### src/rtl/shift_ctrl_pkg.sv
// shift_ctrl_pkg: shared op, select and state encodings for the shift-register sequencer
package shift_ctrl_pkg;
  typedef enum logic [1:0] {OP_NOP = 2'b00, OP_SHL = 2'b01, OP_SHR = 2'b10, OP_LOAD = 2'b11} op_t;
  typedef enum logic [1:0] {SEL_HOLD = 2'b00, SEL_SHL = 2'b01, SEL_SHR = 2'b10, SEL_LOAD = 2'b11} sel_t;
  typedef enum logic [1:0] {S_IDLE = 2'b00, S_LOAD = 2'b01, S_SHIFT = 2'b10, S_DONE = 2'b11} state_t;
  function automatic sel_t shift_sel(input op_t op);
    return op == OP_SHL ? SEL_SHL : SEL_SHR;
  endfunction
endpackage

### src/rtl/shift_cnt_dn.sv
// shift_cnt_dn: loadable down-counter with async active-low clear and a last (value==1) flag
module shift_cnt_dn #(
  parameter int CNT_W = 3
) (
  input  logic             clk,
  input  logic             rst_n,
  input  logic             load,
  input  logic             en,
  input  logic [CNT_W-1:0] d,
  output logic [CNT_W-1:0] q,
  output logic             last
);
  always_ff @(posedge clk or negedge rst_n)
    if (!rst_n) q <= '0;
    else if (load) q <= d;
    else if (en) q <= q - 1'b1;
  assign last = q == CNT_W'(1);
endmodule

### src/rtl/shift_seq_ctrl.sv
// shift_seq_ctrl: sequences load/shift commands onto a universal shift register, pulsing done on completion
module shift_seq_ctrl import shift_ctrl_pkg::*; #(
  parameter int WIDTH = 4,
  parameter int CNT_W = 3
) (
  input  logic             clk,
  input  logic             rst_n,
  input  logic             cmd_valid,
  output logic             cmd_ready,
  input  logic [1:0]       cmd_op,
  input  logic [CNT_W-1:0] cmd_cnt,
  input  logic [WIDTH-1:0] cmd_data,
  input  logic             cmd_fill,
  input  logic             abort,
  output logic             select1,
  output logic             select0,
  output logic [WIDTH-1:0] p_in,
  output logic             left_in,
  output logic             right_in,
  output logic             busy,
  output logic             done
);
  state_t state, nxt;
  op_t op_q, op_n;
  sel_t sel;
  logic [WIDTH-1:0] data_q, data_n;
  logic fill_q, fill_n, accept, last;
  shift_cnt_dn #(.CNT_W(CNT_W)) u_cnt (
    .clk(clk), .rst_n(rst_n), .load(accept), .en(state == S_SHIFT),
    .d(cmd_cnt), .q(), .last(last)
  );
  // Fields seen at the accepting edge feed the registered outputs of the very next cycle
  always_comb begin
    accept = state == S_IDLE && cmd_valid;
    op_n = accept ? op_t'(cmd_op) : op_q;
    data_n = accept ? cmd_data : data_q;
    fill_n = accept ? cmd_fill : fill_q;
    nxt = S_IDLE;
    case (state)
      S_IDLE:  nxt = !accept ? S_IDLE : op_n == OP_LOAD ? S_LOAD :
                     (op_n != OP_NOP && cmd_cnt != '0) ? S_SHIFT : S_DONE;
      S_LOAD:  nxt = abort ? S_IDLE : S_DONE;
      S_SHIFT: nxt = abort ? S_IDLE : last ? S_DONE : S_SHIFT;
      default: nxt = S_IDLE;
    endcase
  end
  always_ff @(posedge clk or negedge rst_n)
    if (!rst_n) begin
      state <= S_IDLE;
      op_q <= OP_NOP;
      data_q <= '0;
      fill_q <= 1'b0;
      sel <= SEL_HOLD;
      p_in <= '0;
      left_in <= 1'b0;
      right_in <= 1'b0;
      busy <= 1'b0;
      done <= 1'b0;
      cmd_ready <= 1'b1;
    end else begin
      state <= nxt;
      op_q <= op_n;
      data_q <= data_n;
      fill_q <= fill_n;
      sel <= nxt == S_LOAD ? SEL_LOAD : nxt == S_SHIFT ? shift_sel(op_n) : SEL_HOLD;
      p_in <= data_n;
      left_in <= nxt == S_SHIFT && op_n == OP_SHL && fill_n;
      right_in <= nxt == S_SHIFT && op_n == OP_SHR && fill_n;
      busy <= nxt != S_IDLE;
      done <= nxt == S_DONE;
      cmd_ready <= nxt == S_IDLE;
    end
  assign {select1, select0} = sel;
endmodule

### config.mk
export PLATFORM = sky130hd
export DESIGN_NAME = shift_seq_ctrl
export DESIGN_NICKNAME = d
export VERILOG_FILES = /design/src/rtl/shift_ctrl_pkg.sv /design/src/rtl/shift_cnt_dn.sv /design/src/rtl/shift_seq_ctrl.sv
export SDC_FILE = /design/constraint.sdc
export NUM_CORES = 1
export LEC_CHECK = 0
export BUFFER_PORTS_ARGS = -buffer_cell sky130_fd_sc_hd__buf_2
export CORE_MARGIN = 2
export CORE_UTILIZATION = 35
export CTS_CLUSTER_DIAMETER = 50
export DETAILED_ROUTE_END_ITERATION = 8
export HOLD_SLACK_MARGIN = 0.15
export PLACE_DENSITY = 0.59
export SYNTH_ARGS = -nofsm -noshare
export SYNTH_HDL_FRONTEND = slang
export SYNTH_SLANG_ARGS = --single-unit
export TNS_END_PERCENT = 20
### constraint.sdc
create_clock -name clk -period 1.9 [get_ports clk]
set_clock_uncertainty 0.2 [all_clocks]
set_input_delay 0.38 -clock clk [delete_from_list [all_inputs] [get_ports clk]]
set_output_delay 0.38 -clock clk [all_outputs]
set_load 0.01 [all_outputs]
# After elaboration in Yosys (flattened, before gate mapping)
# Index checks and enable logic that the tools add are counted.
# op_classes
n_eq_ne	9
n_lt_le_gt_ge	0
mul	0
n_mux	14
shifts	0
div	0
addsub	1
bitwise_logic	0
n_reduce_logical	12
# op_table
cell	count
2-bit two-way mux	8
2-bit == test, second input constant	5
2-bit by 1-bit == test with 1-bit output, second input constant	3
1-bit logical AND	6
3-bit two-way mux	2
2-bit one-hot mux with 3 select lines	1
2-bit nonzero test	3
2-bit logical NOT	2
3-bit by 1-bit == test with 1-bit output, second input constant	1
1-bit two-way mux	3
3-bit nonzero test	1
3-bit by 1-bit subtractor with 3-bit output, second input constant	1
# word_totals
ramBits	0
word_cells	47
n_memories	0
reg_bits	19
in_bits	14
output_inout_bits	11
romBits	0
latchBits	0

# Logic depth before layout (Yosys ltp)
# Gate-level depths: netlist of run 1.
# depth
ltp_word	12
depth_mapped	7
mapped_depth_nobuf	7

# Modules after synthesis
# A second synthesis of run 1 with hierarchy kept.
# unflattened
cells_unflattened	71
hier_area_um2	900.9
# modules_own_cells
mod	n_inst	cells_per_inst	seq_area_each_um2	area_per_inst_um2
shift_seq_ctrl	1	52	401.6	706.9
shift_cnt_dn	1	19	75.1	193.9

# Worst setup path after synthesis of run 1
# OpenSTA, ideal clock, no wires.
# synth_path
path_kind	reg-to-reg
start	reg state[0]
end	reg sel[0]
path_slack_ns	0.167
stages_incl_launch_ff	7
arrival_ns	1.408
required_time_ns	1.575
setup_ns	0.125
period_less_slack_ns	1.733
path_buffers	2
path_cell_list	dfrtp_1 -> buf_6 -> nor3b_2 -> buf_6 -> mux2i_1 -> nor2_1 -> mux2_4
# synth_between
elab_chain_cells	12
word_cells_on_any_way	18
classes_between	eq/ne: 6; mux: 8; reduce/logical: 4
# synth_lines
item	line_no	source
from (decl)	shift_seq_ctrl.sv:23	state_t state, nxt;
from (signal assigned)	shift_seq_ctrl.sv:61	state <= nxt;
2-bit logical NOT	shift_seq_ctrl.sv:34, shift_seq_ctrl.sv:39	
1-bit logical AND	shift_seq_ctrl.sv:34	accept = state == S_IDLE && cmd_valid;
2-bit two-way mux	shift_seq_ctrl.sv:35	op_n = accept ? op_t'(cmd_op) : op_q;
2-bit nonzero test	shift_seq_ctrl.sv:41	(op_n != OP_NOP && cmd_cnt != '0) ? S_SHIFT : S_DONE;
1-bit logical AND	shift_seq_ctrl.sv:41	
1-bit two-way mux	shift_seq_ctrl.sv:41	
2-bit two-way mux (2 in series)	shift_seq_ctrl.sv:40	S_IDLE: nxt = !accept ? S_IDLE : op_n == OP_LOAD ? S_LOAD :
2-bit one-hot mux with 3 select lines	shift_seq_ctrl.sv:39	case (state)
2-bit == test	shift_seq_ctrl.sv:65	sel <= nxt == S_LOAD ? SEL_LOAD : nxt == S_SHIFT ? shift_sel(op_n) : SEL_HOLD;
2-bit two-way mux	shift_seq_ctrl.sv:65	
2-bit two-way mux *	shift_seq_ctrl.sv:65	
to (signal assigned)	shift_seq_ctrl.sv:65	
to (decl)	shift_seq_ctrl.sv:25	sel_t sel;
# Mark *: on every way between the ends. The rest lies on a longest branch, timed or not.
# A chain may end at the register's enable or synchronous reset.

# Final worst setup path of run 1
# layout_path
start	in cmd_cnt[2]
end	reg sel[0]
# layout_between
elab_chain_cells	9
word_cells_on_any_way	10
classes_between	eq/ne: 2; mux: 6; reduce/logical: 2
# layout_lines
item	line_no	source
from (decl)	shift_seq_ctrl.sv:11	input logic [CNT_W-1:0] cmd_cnt,
3-bit nonzero test *	shift_seq_ctrl.sv:41	
1-bit logical AND *	shift_seq_ctrl.sv:41	
1-bit two-way mux *	shift_seq_ctrl.sv:41	
2-bit two-way mux * (2 in series)	shift_seq_ctrl.sv:40	
2-bit one-hot mux with 3 select lines *	shift_seq_ctrl.sv:39	
2-bit == test	shift_seq_ctrl.sv:65	
2-bit two-way mux	shift_seq_ctrl.sv:65	
2-bit two-way mux *	shift_seq_ctrl.sv:65	
# Marked as above.

==> results_dict.tcl, run 1 <==
set metrics [dict create \
    routedWlPerCell_um 11.76 \
    rr_worst_depth 6 \
    cts_setup_buffers 0 \
    final.min_clock_period_ps 1838 \
    crit_path_end_kind "flop" \
    slowest_stage "dlygate4sd3_1" \
    syn_avg_cell_area_um2 12.19 \
    worst_setup_path_start_kind "primary input" \
    cap_violations 0 \
    cts_buffer_depth 2 \
    insertedDiodeCount 0 \
    final_cell_mix "24 x buf_2, 18 x dfrtp_1, 8 x nor2_1" \
    p_comb_frac 0.475 \
    drtPass1Iterations 3 \
    final_core_util 0.4779 \
    final_common_cell "buf_2" \
    gp_congestion 0.6880 \
    final_nets 127 \
    cpPeakStageDelay_ps 530 \
    syn_area_um2 889.6 \
    path_class "primary input to flop" \
    drc 0 \
    power_frac_seq 0.407 \
    portBuffers 24 \
    swShare 0.3582 \
    cp_cell_sequence "dlygate4sd3_1, buf_2, nor3_1, o21ai_2, o21a_4, mux2_4" \
    dieArea_um2 2961 \
    coreArea_um2 2432 \
    required_ps 1890 \
    p_per_area_nw_per_um2 1482 \
    area_growth_pct 30.66 \
    r2r-start "u_cnt.q[1]" \
    p_leak_uw 0.0005702 \
    hold_violations 0 \
    reg2reg_to "sel[0]" \
    crit_fanout 6 \
    rows 18 \
    fmax_mhz 544.1 \
    die_w_um 54.42 \
    die_height_um 54.42 \
    track_usage 0.1314 \
    clkTransAtPathRegs_ps 110 \
    relSlewSlack 0.7138 \
    cts.sinks 19 \
    antenna_found_initial 0 \
    rsz0062_at_grt "false" \
    maxSlewViolCount 0 \
    cp.arrival_ps 1830 \
    first_iter_violations 3 \
    cts_buffers 3 \
    grt_pass1_vias 638 \
    tightest_slew_ps 429.2 \
    seq_area_frac_synth 0.5359 \
    hold_class "primary input to flop" \
    pwr-share-clk 0.118 \
    viasPerCell 4.721 \
    dp_hpwl_um 1220 \
    grt_pass1_wl_um 2656 \
    fin_crit_sh 0.9673 \
    ant_nets 0 \
    yosysUniqueCellTypes 28 \
    p_sw_uw 617.2 \
    critPathCapture "sel[0]" \
    grt_max_degree 20 \
    pin_count 25 \
    final_cell_area_um2 1162 \
    tns_ps 0 \
    placed_area_um2 1062 \
    cts_tree "yes" \
    min_path_cells 2 \
    ys_ff_latch 19 \
    initial_core_util 0.3657 \
    clock_latency_ps 300 \
    layout-drive-gt1-share 0.4455 \
    setup_violations 0 \
    ctsRootBufferMaster "clkbuf_4" \
    status "complete, no violations" \
    netlist_instances 73 \
    final_cells 140 \
    finalWirelength_um 1647 \
    ys_warn_count 0 \
    vias 661 \
    cts-htree-levels 1 \
    syn_nets 89 \
    intPower_uw 1106 \
    reg2reg_slack_ps 110 \
    overflow 0 \
    place_inst 130 \
    peakVddDrop_mv 0.6388 \
    startpoint "cmd_cnt[2]" \
]
## metal layers
metal | global-route usage | wire [um] | up-vias
met5 | 0 | 0 | -
met4 | 0.07500 | 36 | 0
met3 | 0.03279 | 54 | 5
met2 | 0.2249 | 838 | 11
met1 | 0.1478 | 718 | 318
li1 | - | - | 327
## flip-flops by register name (all words and copies together) (netlist names)
signal     flops
cmd_ready      1
op_q           2
data_q         4
state          2
u_cnt.q        3
busy           1
sel            2
left_in        1
done           1
right_in       1
fill_q         1
## worst max-delay path, delay by kind of cell
kind	cells	cell delay [ps]
buffers and inverters	2	660
muxes	1	290
and+or+nand+nor	1	250
AOI/OAI and AO/OA	2	260
## Yosys cell counts
cell type,count,area (um2)
dfstp_2,1,26.28
o21ai_0,1,5.000
o21ai_2,1,8.760
mux2_4,1,15.01
buf_6,2,22.52
nor4bb_1,1,10.01
a2bb2oi_2,1,15.01
a21oi_1,1,5.000
nor3_1,1,5.000
dfrtp_1,18,450.4
nor4_1,1,6.260
nor2b_1,3,18.77
nand2_1,4,15.01
o21a_4,1,15.01
xnor2_1,2,17.52
o22a_1,1,8.760
ha_1,2,25.02
a221oi_1,2,17.52
nor3b_2,1,12.51
nor2_1,8,30.03
o22ai_1,1,6.260
mux2_2,6,67.56
inv_1,5,18.77
o211ai_1,1,7.510
and4b_1,1,10.01
mux2i_1,4,40.04
inv_2,1,3.750
nand2b_1,1,6.260
## kinds of logic (layout without fill, tap and decap cells)
kind of cell | count (synthesis) | in the layout | share of synthesized area
and+or+nand+nor | 21 | 21 | 0.1280
xor gates and xnor gates | 2 | 2 | 0.01969
muxes | 11 | 11 | 0.1378
AOI/OAI and AO/OA | 10 | 10 | 0.09985
DFF | 19 | 19 | 0.5359
buffers and inverters | 8 | 45 | 0.05063
adders and majority gates | 2 | 2 | 0.02812
## worst min path at each step
stage          startpoint          to  slack (ps)
2_1_floorplan       rst_n        busy        -120
4_1_cts         cmd_op[1]     op_q[1]         180
3_5_place_dp        rst_n  u_cnt.q[2]         140
6_report        cmd_op[1]     op_q[1]         190
3_3_place_gp        rst_n   data_q[0]         140
5_1_grt         cmd_op[1]     op_q[1]         170
## timing repair
item                       CTS  global route
hold buffers                 6             0
gates resized for setup      0             3
setup endpoints to repair    0             1
hold endpoints to repair    24             0
## per-stage QoR
step | power (uW) | hold WS, ps | setup WS [ps]
after CTS | 1735 | 175.3 | 66.76
after global placement | 1495 | 138.1 | 111.6
final | 1723 | 185.4 | 62.16
after floorplan | 1260 | -115.6 | 166.9
after detailed placement | 1516 | 143.2 | 86.67
after global routing | 1884 | 174.8 | 11.92
## power groups by stage
stage	combinational (uW)	clock [uW]	sequential (uW)
finish	818	203	702
global route	922	233	729
CTS	818	216	701
detailed placement	804	0	711
global placement	794	0	701
floorplan	522	0	738
## area by class of cell
| class | count | area [um2] |
|---|---|---|
| fill | 235 | 1270 |
| sequential | 19 | 476.7 |
| multi-input combinational | 46 | 380.4 |
| timing repair buffer | 35 | 217.7 |
| tap | 30 | 37.54 |
| clock buffer | 3 | 22.52 |
| inverter | 6 | 22.52 |
| clock inverter | 1 | 5.005 |
(Power assumes the default switching activity.)
==> run 2: changes to the inputs <==
PLACE_DENSITY = unset   (was 0.59)
==> run 2 against run 1 <==
Net effect:
- combinational power shrank 1%
- fmax down 0.48%
- count of clock-buffer cells in the layout is 1 higher
- worst setup slack got worse by 8.9 ps
- critical path depth stayed put
- utilization fell by 0.36 points
- final area down 0.75%
- register-to-register slack got worse by 60 ps
- non-clock buffer count unchanged
- first-iteration DRC count rose to 3.0 times the previous value
- largest power group unchanged
- largest cell class unchanged
- hold slack improved by 3.2 ps
- critical path type is now flop to flop
- sequential share of layout area up 0.31 points
==> results_dict.tcl, run 2 (same netlist as run 1, synthesis figures left out) <==
set metrics [dict create \
    portBuffers 24 \
    pin_count 25 \
    vias 653 \
    layout-drive-gt1-share 0.4182 \
    drtPass1Iterations 4 \
    first_iter_violations 9 \
    area_growth_pct 29.68 \
    required_ps 1880 \
    cts_tree "yes" \
    path_class "flop to flop" \
    viasPerCell 4.664 \
    antenna_found_initial 0 \
    gp_congestion 0.7355 \
    track_usage 0.1360 \
    p_comb_frac 0.473 \
    cp.arrival_ps 1830 \
    worst_setup_path_start_kind "flop" \
    p_per_area_nw_per_um2 1478 \
    fin_crit_sh 0.9719 \
    rows 18 \
    insertedDiodeCount 0 \
    final_cell_mix "24 x buf_2, 18 x dfrtp_1, 8 x nor2_1" \
    tightest_slew_ps 408.1 \
    ctsRootBufferMaster "clkbuf_4" \
    final.min_clock_period_ps 1847 \
    intPower_uw 1099 \
    num-fill-cells 234 \
    crit_path_end_kind "flop" \
    crit_fanout 6 \
    power_frac_seq 0.411 \
    rr_worst_depth 6 \
    grt_pass1_wl_um 2780 \
    cts_buffers 3 \
    die_height_um 54.42 \
    min_path_cells 2 \
    clock_latency_ps 290 \
    place_inst 130 \
    setup_violations 0 \
    grt_pass1_vias 612 \
    pwr-share-clk 0.116 \
    final_common_cell "buf_2" \
    peakVddDrop_mv 0.6844 \
    hold_violations 0 \
    hold_class "primary input to flop" \
    wl_met1_um 752 \
    rsz0062_at_grt "false" \
    cap_violations 0 \
    swShare 0.3556 \
    finalWirelength_um 1615 \
    multi_input_area_um2 372.9 \
    p_leak_uw 0.0005693 \
    final_nets 127 \
    drc 0 \
    initial_core_util 0.3657 \
    routedWlPerCell_um 11.54 \
    largest_reg_flops 4 \
    top_layer_used "met3" \
    met2_length_um 785 \
    final_cells 140 \
    cts.sinks 19 \
    relSlewSlack 0.7279 \
    grt_max_degree 20 \
    final_core_util 0.4743 \
    status "complete, no violations" \
    tns_ps 0 \
    regMostFlops "data_q" \
    clkTransAtPathRegs_ps 100 \
    ant_nets 0 \
    maxSlewViolCount 0 \
    p_sw_uw 606.4 \
    fmax_mhz 541.5 \
    die_w_um 54.42 \
    dp_hpwl_um 1203 \
    dieArea_um2 2961 \
    routed-wl-met3_um 77 \
    regArea_um2 476.7 \
    cts_buffer_depth 2 \
    overflow 0 \
    coreArea_um2 2432 \
    cts-htree-levels 1 \
    top_regs "data_q x4, u_cnt.q x3" \
]
run 2: worst max-delay path, stage by stage (launching register included):
cell      delay, ps
dfrtp_1         390
inv_1           100
ha_1            150
nor4bb_1        280
a21oi_1          90
o21a_4          240
mux2_4          290
run 2: layout make-up:
| cell class | count | share of cell area |
|---|---|---|
| sequential | 19 | 0.4132 |
| multi-input combinational | 46 | 0.3232 |
| timing repair buffer | 35 | 0.1887 |
| tap | 30 | 0.03254 |
| clock buffer | 4 | 0.02278 |
| inverter | 6 | 0.01952 |
run 2: power groups by stage:
stage	registers [uW]	logic (uW)	clock network [uW]
global placement	706	791	0
detailed placement	710	801	0
global route	724	902	230
floorplan	738	522	0
finish	701	806	198
CTS	702	817	213
run 2: repair_timing:
item | 4_1_cts | 5_1_grt
endpoints found under the setup margin | 0 | 1
gates resized for setup | 0 | 1
setup buffers | 0 | 0
hold endpoints to repair | 24 | 0
hold buffers | 6 | 0
run 2: final timing paths:
kind / end / slack, ps / start
max in group asynchronous: cmd_ready / 840 / rst_n
min in group asynchronous: u_cnt.q[2] / 340 / rst_n
setup reg to reg: sel[0] / 50 / u_cnt.q[1]
hold / removal: op_q[0] / 190 / cmd_op[0]
hold reg to reg: data_q[1] / 320 / data_q[1]
setup / recovery: sel[0] / 50 / u_cnt.q[1]
run 2: metal layers:
layer  up-vias  track usage
li1        324            -
met1       314       0.1840
met2        15       0.2169
met3         0      0.03279
met4         0      0.03750
met5         -            0
run 2: metrics by stage:
| stage | area, um2 | worst slack (ps) | hold WS, ps | total power, uW |
|---|---|---|---|---|
| global route | 1154 | 4.202 | 194.4 | 1857 |
| floorplan | 889.6 | 166.9 | -115.6 | 1260 |
| CTS | 1149 | 59.16 | 176.3 | 1732 |
| detailed placement | 1062 | 88.74 | 148.5 | 1511 |
| finish | 1154 | 53.30 | 188.6 | 1705 |
| global placement | 1062 | 98.05 | 135.3 | 1497 |
==> run 3: changes to the inputs <==
CORE_MARGIN = 4   (was 2)
==> run 3 against run 2 <==
Net effect:
- power rose by 1.3%
- wire length rose by 3.3%
- global-route usage fell by 2.0 points
- cell count fell by 0.71%
- non-clock buffer count fell by 1
- utilization fell by 0.13 points
- clock power barely moved
- highest routed layer is now met4
- first-iteration DRC count rose by 11%
- hold slack improved by 1.7 ps
- via count fell by 0.15%
- sequential share of layout area fell by 0.16 points
- combinational power rose by 1%
==> results_dict.tcl, run 3 (same netlist as run 1, synthesis figures left out) <==
set metrics [dict create \
    regArea_um2 478.0 \
    cts_buffers 3 \
    final_cell_area_um2 1161 \
    crit_path_end_kind "flop" \
    die_height_um 58.42 \
    track_usage 0.1158 \
    place_inst 129 \
    coreArea_um2 2455 \
    dp_hpwl_um 1223 \
    path_class "flop to flop" \
    finalPower_uw 1727 \
    final_cell_mix "24 x buf_2, 17 x dfrtp_1, 8 x nor2_1" \
    tightest_slew_ps 398.4 \
    status "complete, no violations" \
    reg2reg_to "sel[0]" \
    rsz0062_at_grt "false" \
    cap_violations 0 \
    fmax_mhz 550.6 \
    layout-drive-gt1-share 0.4404 \
    cts_setup_buffers 0 \
    dieArea_um2 3412 \
    cts_tree "yes" \
    top_regs "data_q x4, u_cnt.q x3" \
    viasPerCell 4.691 \
    r2r-start "u_cnt.q[1]" \
    holdPathEnd "op_q[0]" \
    cp.arrival_ps 1810 \
    multi_input_area_um2 382.9 \
    cts-htree-levels 1 \
    finalWirelength_um 1668 \
    vias 652 \
    grt_pass1_vias 692 \
    cts_buffer_depth 2 \
    gp_congestion 0.7256 \
    rows 18 \
    hold_violations 0 \
    rr_worst_depth 6 \
    clock_latency_ps 290 \
    hold_class "primary input to flop" \
    overflow 0 \
    area_growth_pct 30.52 \
    ctsRootBufferMaster "clkbuf_4" \
    maxSlewViolCount 0 \
    grt_max_degree 20 \
    initial_core_util 0.3624 \
    relSlewSlack 0.7344 \
    final_cells 139 \
    fin_crit_sh 0.9559 \
    reg2reg_slack_ps 80 \
    setup_violations 0 \
    required_ps 1890 \
    min_path_cells 2 \
    antenna_found_initial 0 \
    drc 0 \
    clkTransAtPathRegs_ps 100 \
    p_per_area_nw_per_um2 1487 \
    placed_area_um2 1055 \
    peakVddDrop_mv 0.6783 \
    final_common_cell "buf_2" \
    hp-start "cmd_op[0]" \
    crit_fanout 6 \
    p_leak_uw 0.0005637 \
    first_iter_violations 10 \
    cts.sinks 19 \
    largest_reg_flops 4 \
    tns_ps 0 \
    grt_pass1_wl_um 2980 \
    final_nets 126 \
    final_core_util 0.4730 \
    portBuffers 24 \
    ant_nets 0 \
    routedWlPerCell_um 12.00 \
    num-fill-cells 222 \
    worst_setup_path_start_kind "flop" \
    final.min_clock_period_ps 1816 \
    insertedDiodeCount 0 \
    pin_count 25 \
    drtPass1Iterations 4 \
    regMostFlops "data_q" \
    die_w_um 58.42 \
]
==> run 3: cell count changes in the layout (fill, tap and decap cells not counted), sizes merged <==
cell	before	now
buf	29	28
==> run 3: how the worst max path moves through the flow <==
stage                     endpoint  slack [ps]       start
after floorplan             sel[0]         170    state[0]
after detailed placement    sel[0]          70   cmd_valid
after global routing        sel[1]          30    state[0]
after CTS                   sel[0]          50  cmd_cnt[2]
final                       sel[0]          80  u_cnt.q[1]
after global placement      sel[0]         110    state[0]
==> run 3: where the power goes <==
| part | switching [uW] | leakage (uW) | total (uW) | internal, uW |
|---|---|---|---|---|
| Combinational | 387 | 0.000319 | 817 | 430 |
| Clock | 115 | 0.0000150 | 196 | 81.8 |
| Sequential | 116 | 0.000230 | 714 | 597 |
==> run 3: area by class of cell <==
type	count	share of cell area
Clock buffer	4	0.02263
Multi-Input combinational cell	46	0.3297
Timing Repair Buffer	34	0.1843
Inverter	6	0.01940
Tap cell	30	0.03233
Sequential cell	19	0.4116
==> run 3: critical path, cell delays in order (launching register included) <==
cell	delay, ps
dfrtp_1	400
inv_1	100
ha_1	140
nor4bb_2	260
a21oi_1	80
o21a_4	230
mux2_4	290
==> run 3: routing by layer <==
metal | track usage | wire [um]
met5 | 0 | 0
met4 | 0.06954 | 42
met3 | 0.02193 | 79
met2 | 0.1802 | 786
met1 | 0.1486 | 761
==> run 3: what timing repair did <==
action | CTS | global route
endpoints found under the hold margin | 24 | 0
gates resized for setup | 0 | 5
endpoints found under the setup margin | 0 | 2
hold buffers | 6 | 0
==> run 3: metrics by stage <==
step	setup WS (ps)	hold WS, ps
2_1_floorplan	166.9	-115.6
3_3_place_gp	107.3	135.2
3_5_place_dp	71.53	135.5
4_1_cts	53.22	184.2
5_1_grt	26.28	186.2
6_report	83.88	190.3
